File: config.mk
export PLATFORM = sky130hd
export DESIGN_NAME = rv32_fetch
export DESIGN_NICKNAME = d
export VERILOG_FILES = /design/src/rtl/rv32_pkg.sv /design/src/rtl/rv32_fetch.sv
export SDC_FILE = /design/constraint.sdc
export NUM_CORES = 1
export LEC_CHECK = 0
export ABC_CLOCK_PERIOD_IN_PS = 1900
export CAP_MARGIN = 15
export CORE_MARGIN = 1.5
export CORE_UTILIZATION = 46
export CTS_CLUSTER_DIAMETER = 60
export DETAILED_ROUTE_END_ITERATION = 10
export PLACE_DENSITY_LB_ADDON = 0.2
export SLEW_MARGIN = 20
export SYNTH_ARGS = -nofsm -noshare
export SYNTH_HDL_FRONTEND = slang
export SYNTH_SLANG_ARGS = --single-unit
export TNS_END_PERCENT = 100
File: constraint.sdc
create_clock -name clk -period 1.9 [get_ports clk]
set_input_delay 0.285 -clock clk [delete_from_list [all_inputs] [get_ports clk]]
set_output_delay 0.285 -clock clk [all_outputs]
set_load 0.01 [all_outputs]
File: src/rtl/rv32_pkg.sv
// Shared RV32 front-end types: PC/instruction words, fetch FSM encoding, reset vector.
// Also holds the registered instruction-output record and PC helpers.
package rv32_pkg;

  typedef logic [31:0] rv32_pc_cnt_t;
  typedef logic [31:0] rv32_instr_t;

  localparam rv32_pc_cnt_t RV32_RESET_PC = 32'h0000_0000;
  localparam rv32_pc_cnt_t RV32_PC_STEP  = 32'd4;

  typedef enum logic [1:0] {
    ST_FETCH    = 2'd0,
    ST_WAIT_RSP = 2'd1,
    ST_DRAIN    = 2'd2
  } fetch_state_e;

  typedef struct packed {
    logic         valid;
    rv32_instr_t  instr;
    rv32_pc_cnt_t pc;
  } fetch_out_t;

  function automatic rv32_pc_cnt_t pc_align(input rv32_pc_cnt_t pc);
    return {pc[31:2], 2'b00};
  endfunction

  function automatic logic pc_misaligned(input rv32_pc_cnt_t pc);
    return pc[1:0] != 2'b00;
  endfunction

endpackage

File: src/rtl/rv32_fetch.sv
// RV32 instruction fetch: one outstanding imem request, registered instruction output,
// redirect with stale-response drain and misaligned-target flag.
module rv32_fetch
  import rv32_pkg::*;
#(
  parameter rv32_pc_cnt_t RESET_PC = RV32_RESET_PC
) (
  input  logic         clk,
  input  logic         rst,
  input  logic         rv32_has_new_pc,
  input  rv32_pc_cnt_t rv32_next_pc_val,
  input  logic         rv32_stall,
  output logic         imem_req_valid,
  output rv32_pc_cnt_t imem_req_addr,
  input  logic         imem_req_ready,
  input  logic         imem_rsp_valid,
  input  rv32_instr_t  imem_rsp_data,
  output logic         rv32_instr_valid,
  output rv32_instr_t  rv32_instr,
  output rv32_pc_cnt_t rv32_instr_pc,
  output logic         rv32_misalign_err
);

  fetch_state_e state, state_nxt;
  rv32_pc_cnt_t pc, req_pc;
  fetch_out_t   out_q;
  logic         misalign_q;
  logic         req_fire, rsp_load, consume;

  always_ff @(posedge clk) begin
    if (rst) state <= ST_FETCH;
    else     state <= state_nxt;
  end

  // An accepted request whose result is no longer wanted must be drained
  // before the next request, keeping at most one in flight.
  always_comb begin
    state_nxt = state;
    unique case (state)
      ST_FETCH:    if (req_fire) state_nxt = rv32_has_new_pc ? ST_DRAIN : ST_WAIT_RSP;
      ST_WAIT_RSP: if (imem_rsp_valid)       state_nxt = ST_FETCH;
                   else if (rv32_has_new_pc) state_nxt = ST_DRAIN;
      ST_DRAIN:    if (imem_rsp_valid)       state_nxt = ST_FETCH;
      default:     state_nxt = ST_FETCH;
    endcase
  end

  always_comb begin
    imem_req_valid = !rst && (state == ST_FETCH) && !(out_q.valid && rv32_stall);
    imem_req_addr  = pc;
    req_fire       = imem_req_valid && imem_req_ready;
    rsp_load       = (state == ST_WAIT_RSP) && imem_rsp_valid && !rv32_has_new_pc;
    consume        = out_q.valid && !rv32_stall;
  end

  always_ff @(posedge clk) begin
    if (rst) begin
      pc         <= RESET_PC;
      req_pc     <= '0;
      out_q      <= '0;
      misalign_q <= 1'b0;
    end else begin
      misalign_q <= rv32_has_new_pc && pc_misaligned(rv32_next_pc_val);
      if (rv32_has_new_pc) pc <= pc_align(rv32_next_pc_val);
      else if (req_fire)   pc <= pc + RV32_PC_STEP;
      if (req_fire) req_pc <= pc;
      // Redirect squashes both the held instruction and any same-edge response.
      if (rv32_has_new_pc)  out_q.valid <= 1'b0;
      else if (rsp_load)    out_q <= '{valid: 1'b1, instr: imem_rsp_data, pc: req_pc};
      else if (consume)     out_q.valid <= 1'b0;
    end
  end

  assign rv32_instr_valid  = out_q.valid;
  assign rv32_instr        = out_q.instr;
  assign rv32_instr_pc     = out_q.pc;
  assign rv32_misalign_err = misalign_q;

endmodule
=== Word level (Yosys, flattened, before mapping) ===
Index checks and enable logic that the tools add are counted.

* Flip-flop bits (word level): 132
* Input bits: 70
* Output and inout port bits: 99
* Word-level logic and storage cells: 44

* $add $sub $neg: 1
* Equality and inequality tests: 5
* Multiplexer cells: 10
* Bitwise gates (word level): 1
* Reductions and logical operators: 19

{| class="wikitable"
|+ Operator list
! operator !! count
|-
| two-way mux 32 bit || 2
|-
| adder 32 x 3 -> 32 bit (second input constant) || 1
|-
| two-way mux 2 bit || 5
|-
| logical AND 1 bit || 8
|-
| one-hot mux 2 bit (3 select lines) || 1
|-
| nonzero test 2 bit || 3
|-
| zero test 1 bit || 4
|-
| inequality test 2 bit (second input constant) || 2
|-
| inequality test 3 bit (second input constant) || 1
|-
| AND reduction 3 bit || 1
|-
| equality test 2 x 1 -> 1 bit (second input constant) || 1
|-
| equality test 2 bit (second input constant) || 1
|-
| zero test 2 bit || 1
|-
| two-way mux 1 bit || 2
|-
| AND reduction 2 bit || 1
|-
| OR reduction 2 bit || 1
|-
| NOT 1 bit || 1
|}

=== Depth between registers and ports, before layout ===
Gate-level depths: netlist of the first run.

* Depth in word-level cells: 6
* Gate-level depth with buffers: 7

=== Worst setup path after synthesis of the first run ===
Ideal clock, no wire load.

* Kind: flip-flop to flip-flop
* Start: reg pc[2] (netlist: imem_req_addr[2])
* End: reg pc[12] (netlist: imem_req_addr[12])
* Arrival time: 1,664 ps
* Setup slack: 145 ps
* Cell stages (with the launch flop): 7
* Path buffers: 1
* Clock period less this slack: 1,755 ps
* Cell sequence: dfxtp_1 -> ha_1 -> and2_0 -> clkbuf_1 -> nand4_2 -> or3_1 -> a311oi_1

* Longest elaborated chain between the ends: 3

{| class="wikitable"
|+ Ends and longest elaborated chain
! what !! RTL line !! RTL
|-
| from (decl) || rv32_fetch.sv:25 || <nowiki>rv32_pc_cnt_t pc, req_pc;</nowiki>
|-
| from (signal assigned) || rv32_fetch.sv:64 || <nowiki>if (rv32_has_new_pc) pc <= pc_align(rv32_next_pc_val);</nowiki>
|-
| from (signal assigned) || rv32_fetch.sv:65 || <nowiki>else if (req_fire) pc <= pc + RV32_PC_STEP;</nowiki>
|-
| adder 32 x 3 -> 32 bit || rv32_fetch.sv:65 ||
|-
| two-way mux 32 bit || rv32_fetch.sv:65 ||
|-
| two-way mux 32 bit || rv32_fetch.sv:64 ||
|}

Every way passes these cells. The select of a mux whose other input is x is not followed.
A chain may end at the register's enable or synchronous reset.

=== Worst setup path after layout of the first run ===
* Start: reg state[0]
* End: reg pc[9] (netlist: imem_req_addr[9])

* Longest elaborated chain between the ends: 5

{| class="wikitable"
|+ Ends and longest elaborated chain
! what !! RTL line !! RTL
|-
| from (decl) || rv32_fetch.sv:24 || <nowiki>fetch_state_e state, state_nxt;</nowiki>
|-
| from (signal assigned) || rv32_fetch.sv:32 || <nowiki>else state <= state_nxt;</nowiki>
|-
| zero test 2 bit || rv32_fetch.sv:49 || <nowiki>imem_req_valid = !rst && (state == ST_FETCH) && !(out_q.valid && rv32_stall);</nowiki>
|-
| logical AND 1 bit (2 in a row) || rv32_fetch.sv:49 ||
|-
| logical AND 1 bit || rv32_fetch.sv:51 || <nowiki>req_fire = imem_req_valid && imem_req_ready;</nowiki>
|-
| nonzero test 2 bit (no line) || -- ||
|}

Every way passes these cells.

==> metrics.cfg, run 1 <==
[run_status]
status = complete, but fails checks
violations = negative setup slack

[layout]
n_antenna_cell = 0
fill_cells = 772
utilization_pct = 75.7
final-seq-area_um2 = 2530
final_common_cell = nand2_1
final_cell_mix = 198 x nand2_1, 160 x clkdlybuf4s50_1, 122 x dfxtp_1
multi_input_area_um2 = 2410
drive_gt1_share_pct = 14.6
nets = 900
area_delta_synth_final_pct = 57.6

[worst_setup_path]
crit_slowest_cell = dfxtp_4
end_kind = flop
slowest_delay_ns = 0.35
crit_top_cell = buf_4
worstPathArrival_ns = 2.33
critical_path_class = flop to flop
crit_chain = a211oi_2 > buf_4 > buf_6 > nand4_4 > buf_4 > or3_1 > a311oi_1
cp.required_ns = 2.32
worstPathMaxFanout = 7
start_kind = flop

[synthesis]
synth-simple-area-share_pct = 26.0
synth_seq_area_share_pct = 50.2
synthesis.area_um2 = 5030
synth_seq_cells = 126
synth_top_family_by_area = simple AND/OR/NAND/NOR gates
syn_avg_cell_area_um2 = 7.98
synth_cell_types = 44
yosysWarnings = 0
ys.flop_type = dfxtp_1
synth_adder_area_share_pct = 0.249
synth_mux_area_share_pct = 0.597
netlist_instances = 630
synth-async-reset-ratio_pct = 0
synth_edf_count = 0
synth-compound-area-share_pct = 14.4
synthXorXnorAreaFrac_pct = 4.01

[global_route]
grt_usage_pct = 26.6
grt_pass1_wl_mm = 24.1
grt_max_degree = 72
first_global_vias = 4980
antenna_found_initial = 0
overflow = 0

[cts]
htree_levels = 4
cts_root_buf = clkbuf_8
numCtsBuffers = 17
worst_skew_pair.late_latency_ns = 0.52
hold_buffers = 0
cts_sinks = 126
cts_max_path_buffers = 2
cts_tree = done
clk_pin_slew_ns = 0.06

[placed_design]
gp_congestion = 0.924
dp_hpwl_mm = 10.7
io_buffers = 164

[die]
dieArea_um2 = 11600
core_um2 = 10500
num_rows = 37
die_w_um = 108
ios = 169
start_util_pct = 48.1
die_h_um = 108

[routing]
routed_wl_mm = 15.5
vias = 5280
drt_iter0_drc = 419
met2_length_mm = 7.35
routed-wl-met3_mm = 1.25
top_layer = met4
m1WireLength_mm = 6.48
vias_per_cell = 5.40
drtAntennaViolNets = 0
drt-pass1-iter-count = 7
wire_per_inst_um = 15.8
drc_errors = 0

[sta]
max_slew.worst_pin.slew_ns = 0.729
period_minus_slack_ns = 1.91
hold_viol_final = 0
fin_skew_ns = 0.00663
layout_worst_path_cycle_share_pct = 100
setup-violations-final = 1
grt_setup_unrepaired = true
max_slew_margin_pct = 51.4
fmax_mhz = 524
maxSlewViolCount = 0
timing.final.ws_setup_ns = -0.00901
fin_tns_setup_ns = -0.00901

[pwr]
p_leak_nw = 2.85
power.total_mw = 6.91
vdd_drop_max_mv = 0.567
power_density_nw_per_um2 = 872

[run]
maxCapViolations = 0

[min_path]
holdCritPathClass = input port to flop

[kinds of logic (layout without fill, tap and decap cells)]
kind of cell | Yosys count | in the layout
and+or+nand+nor | 295 | 295
AOI/OAI and AO/OA | 127 | 127
DFF | 126 | 126
buffers and inverters | 54 | 263
xor gates and xnor gates | 23 | 23
muxes | 3 | 3
adders and majority gates | 1 | 1
other | 1 | 4
[metrics by stage]
| stage | instance area, µm² | hold slack (ns) | cells | worst slack, ns |
|---|---|---|---|---|
| finish | 7930 | 0.157 | 978 | -0.00901 |
| global route | 7930 | 0.131 | 978 | -0.0671 |
| CTS | 7740 | 0.128 | 972 | -0.0162 |
| detailed placement | 7110 | 0.443 | 939 | -0.472 |
| global placement | 7110 | 0.439 | 939 | -0.352 |
| floorplan | 5040 | 0.421 | 633 | 0.145 |
[worst paths after layout]
check / startpoint / endpoint / slack (ns) / depth (start not counted)
worst max register to register: state[0] / imem_req_addr[9] / -0.009 / 7
worst min-delay path: rst / state[0] / 0.16 / 3
worst min register to register: rv32_instr[16] / rv32_instr[16] / 0.45 / 2
worst max-delay path: state[0] / imem_req_addr[9] / -0.009 / 7
[where the power goes]
| group | total [mW] | internal [mW] | switching (mW) | leakage (nW) |
|---|---|---|---|---|
| Clock | 3.33 | 2.14 | 1.19 | 0.293 |
| Combinational | 0.792 | 0.415 | 0.377 | 1.53 |
| Sequential | 2.79 | 2.73 | 0.0601 | 1.03 |
| Total | 6.91 | 5.28 | 1.63 | 2.85 |
[layer usage]
layer,vias up,global-route usage (%)
met5,-,0
met4,0,7.89
met3,45,7.69
met2,256,43.5
met1,2471,34.0
li1,2508,-
[sequential cells by signal (all words and copies together), names as in the netlist]
register	cells
rv32_instr	32
rv32_instr_pc	30
imem_req_addr	30
req_pc	30
rv32_misalign_err	1
rv32_instr_valid	1
state	2
[what timing repair did]
| item | CTS | global route |
|---|---|---|
| pin swaps | 1 | 13 |
| cloned | 0 | 1 |
| setup buffers | 1 | 6 |
| endpoints found under the setup margin | 6 | 20 |
| gates resized for setup | 9 | 25 |
[worst max-delay path: cells and delay by family, from the launching register on]
kind,cells,cell delay [ns]
AO/OA/AOI/OAI,2,0.52
buffers and inverters,3,0.48
AND/OR/NAND/NOR,2,0.46
flip-flops,1,0.35
[area by class of cell]
class / count / share of cell area (%)
sequential: 126 / 31.9
multi-input combinational: 453 / 30.5
timing repair buffer: 226 / 27.5
clock buffer: 19 / 5.32
clock inverter: 13 / 2.38
tap: 136 / 2.15
inverter: 5 / 0.237
[cell usage after synthesis (2+ instances only)]
library cell    n  area, µm²
a211oi_1       21        158
xnor2_1        20        175
or3_1           3       18.8
and4_1          3       26.3
and3_1          2       12.5
dfxtp_1       126       2520
a311oi_1        3       26.3
nor2b_1         2       12.5
xor2_1          3       26.3
clkbuf_1       40        150
o21ai_0         3       15.0
nor2_1         31        116
nand2_1       198        743
inv_1           4       15.0
nor4_1          4       25.0
and2_1          3       18.8
buf_4           4       30.0
nand4_2         3       37.5
nor4_2          4       50.1
a21oi_1        94        470
nor3b_1         2       15.0
nand3_1        10       50.1
nand4_1         6       37.5
mux2i_1         3       30.0
nor3_1         16       80.1
nand2b_1        3       18.8
buf_1           2       7.51
Power figures use the tool's default switching activity.
==> run 2: changes to the inputs <==
--- a/config.mk
+++ b/config.mk
@@ -8,9 +8,11 @@
 export ABC_CLOCK_PERIOD_IN_PS = 1900
 export CAP_MARGIN = 15
 export CORE_MARGIN = 1.5
-export CORE_UTILIZATION = 46
+export CORE_UTILIZATION = 62
 export CTS_CLUSTER_DIAMETER = 60
 export DETAILED_ROUTE_END_ITERATION = 10
+export DONT_BUFFER_PORTS = 1
+export MAX_ROUTING_LAYER = met4
 export PLACE_DENSITY_LB_ADDON = 0.2
 export SLEW_MARGIN = 20
 export SYNTH_ARGS = -nofsm -noshare
==> metrics.cfg, run 2 (synthesis results as in run 1) <==
[die]
num_rows = 32  ; was 37
dieArea_um2 = 8660  ; was 11600 µm²
die_w_um = 93.0  ; was 108 µm
start_util_pct = 64.4  ; was 48.1%
die_h_um = 93.0  ; was 108 µm
ios = 169  ; unchanged
core_um2 = 7810  ; was 10500 µm²

[sta]
grt_setup_unrepaired = true  ; unchanged
period_minus_slack_ns = 1.93  ; was 1.91 ns
setup-violations-final = 4  ; was 1
layout_worst_path_cycle_share_pct = 102  ; was 100%
maxSlewViolCount = 0  ; unchanged
fin_skew_ns = 0.00818  ; was 0.00663 ns
max_slew.worst_pin.slew_ns = 0.520  ; was 0.729 ns
fmax_mhz = 518  ; was 524 MHz
timing.final.ws_setup_ns = -0.0289  ; was -0.00901 ns
hold_viol_final = 112  ; was 0
worst_hold_slack_ns = -0.157  ; was 0.157 ns
max_slew_margin_pct = 65.3  ; was 51.4%

[placed_design]
placed_area_um2 = 5280  ; was 7110 µm²
dp_hpwl_mm = 8.56  ; was 10.7 mm
io_buffers = 0  ; was 164
gp_congestion = 0.889  ; was 0.924

[routing]
wire_per_inst_um = 17.7  ; was 15.8 µm
drtAntennaViolNets = 0  ; unchanged
routed_wl_mm = 13.6  ; was 15.5 mm
vias = 4598  ; was 5280
drc_errors = 0  ; unchanged
drt_iter0_drc = 298  ; was 419
vias_per_cell = 5.95  ; was 5.40
drt-pass1-iter-count = 6  ; was 7

[global_route]
overflow = 0  ; unchanged
grt_max_degree = 127  ; was 72
grtUsageMet3_pct = 9.27  ; was 7.69%
grt_usage_pct = 32.4  ; was 26.6%
met2_usage_pct = 50.1  ; was 43.5%
antenna_found_initial = 0  ; unchanged
first_global_vias = 4323  ; was 4980
grt_pass1_wl_mm = 21.2  ; was 24.1 mm
grt_util_met1_pct = 40.8  ; was 34.0%
top_usage_layer = met2  ; unchanged

[worst_setup_path]
end_kind = flop  ; unchanged
start_kind = flop  ; unchanged
worstPathMaxFanout = 9  ; was 7
reg2reg_slack_ns = -0.03  ; was -0.009 ns
cp.required_ns = 2.30  ; was 2.32 ns
reg2reg_to = imem_req_addr[12]  ; was imem_req_addr[9]
r2r_start = state[1]  ; was state[0]
critical_path_class = flop to flop  ; unchanged
rr_worst_depth = 5  ; was 7
worstPathArrival_ns = 2.33  ; about the same

[cts]
hold_buffers = 15  ; was 0
worst_skew_pair.late_latency_ns = 0.51  ; was 0.52 ns
cts_sinks = 126  ; unchanged
cts_root_buf = clkbuf_8  ; unchanged
clk_pin_slew_ns = 0.06  ; about the same
cts_tree = done  ; unchanged
cts_max_path_buffers = 2  ; unchanged
numCtsBuffers = 17  ; unchanged
htree_levels = 4  ; unchanged

[layout]
final_common_cell = nand2_1  ; unchanged
fin_area_um2 = 6110  ; was 7930 µm²
drive_gt1_share_pct = 13.6  ; was 14.6%
final_cell_mix = 198 x nand2_1, 125 x dfxtp_1, 94 x a21oi_1  ; was 198 x nand2_1, 160 x clkdlybuf4s50_1, 122 x dfxtp_1
area_delta_synth_final_pct = 21.6  ; was 57.6%
largest_reg_flops = 32  ; unchanged
n_antenna_cell = 0  ; unchanged
nets = 729  ; was 900

[min_path]
holdCritPathClass = input port to flop  ; unchanged
hold_end = rv32_instr_pc[2]  ; was state[0]
min_path_cells = 1  ; was 3
hp-start = rst  ; unchanged

[pwr]
power.total_mw = 6.60  ; was 6.91 mW
p_leak_nw = 2.16  ; was 2.85 nW
power_density_nw_per_um2 = 1080  ; was 872 nW/µm²
vdd_drop_max_mv = 0.654  ; was 0.567 mV

[run_status]
status = complete, but fails checks  ; unchanged
violations = negative hold slack, negative setup slack  ; was negative setup slack

[run]
maxCapViolations = 0  ; unchanged

==> run 2: cell types whose count changed in the layout (fill, tap and decap cells not counted), moves of 3 or more <==
| cell | delta |
|---|---|
| buf_4 | -23 |
| clkdlybuf4s50_1 | -160 |
| dfxtp_1 | +3 |
| dlygate4sd3_1 | +15 |
| nor3_1 | +3 |
| nor3_2 | -3 |
| nor4_2 | +5 |
| nor4_4 | -4 |
==> run 2: worst max-delay path, stage by stage, from the launching register on <==
cell and delay (ns):
dfxtp_2 0.34, a211oi_2 0.28, buf_6 0.17, nand4_2 0.27, or3_1 0.44, a311oi_1 0.33
==> run 2: worst max path at each step <==
stage,start,to,slack [ns],depth (start not counted)
4_1_cts,state[1],rv32_instr[23],0.02,6
5_1_grt,state[1],imem_req_addr[17],-0.13,6
6_report,state[1],imem_req_addr[12],-0.03,5
3_5_place_dp,state[0],imem_req_addr[19],0.08,6
3_3_place_gp,state[0],imem_req_addr[17],0.18,6
2_1_floorplan,imem_req_addr[2],imem_req_addr[12],0.15,6
==> run 2: repair_timing <==
item	4_1_cts	5_1_grt
endpoints found under the hold margin	125	112
setup buffers	0	3
gates resized for setup	0	9
setup endpoints to repair	0	19
==> run 2: through the flow <==
step | setup TNS (ns) | cells | util [%] | worst slack (ns)
after floorplan | 0 | 633 | - | 0.145
after global placement | 0 | 722 | 67.6 | 0.184
after detailed placement | 0 | 722 | 67.6 | 0.0797
after CTS | 0 | 769 | 77.4 | 0.0223
after global routing | -1.34 | 773 | 78.3 | -0.133
final | -0.0779 | 773 | 78.3 | -0.0289
==> run 2: cell type report <==
type | instances | area (µm²)
Multi-Input combinational cell | 453 | 2330
Clock buffer | 19 | 432
Clock inverter | 13 | 188
Timing Repair Buffer | 55 | 493
Fill cell | 516 | 1690
Sequential cell | 126 | 2520
Tap cell | 102 | 128
Inverter | 5 | 18.8
==> run 2: power breakdown <==
part / switching, mW / internal (mW) / leakage, nW
combinational: 0.264 / 0.181 / 0.826
sequential: 0.0729 / 2.73 / 1.03
clock: 1.18 / 2.17 / 0.307
total: 1.51 / 5.09 / 2.16
==> run 2: routing by layer <==
layer | vias to the layer above | share of wire (%)
met2 | 267 | 47
met4 | 0 | 2.5
met1 | 2137 | 40
met5 | - | 0
li1 | 2167 | -
met3 | 27 | 10
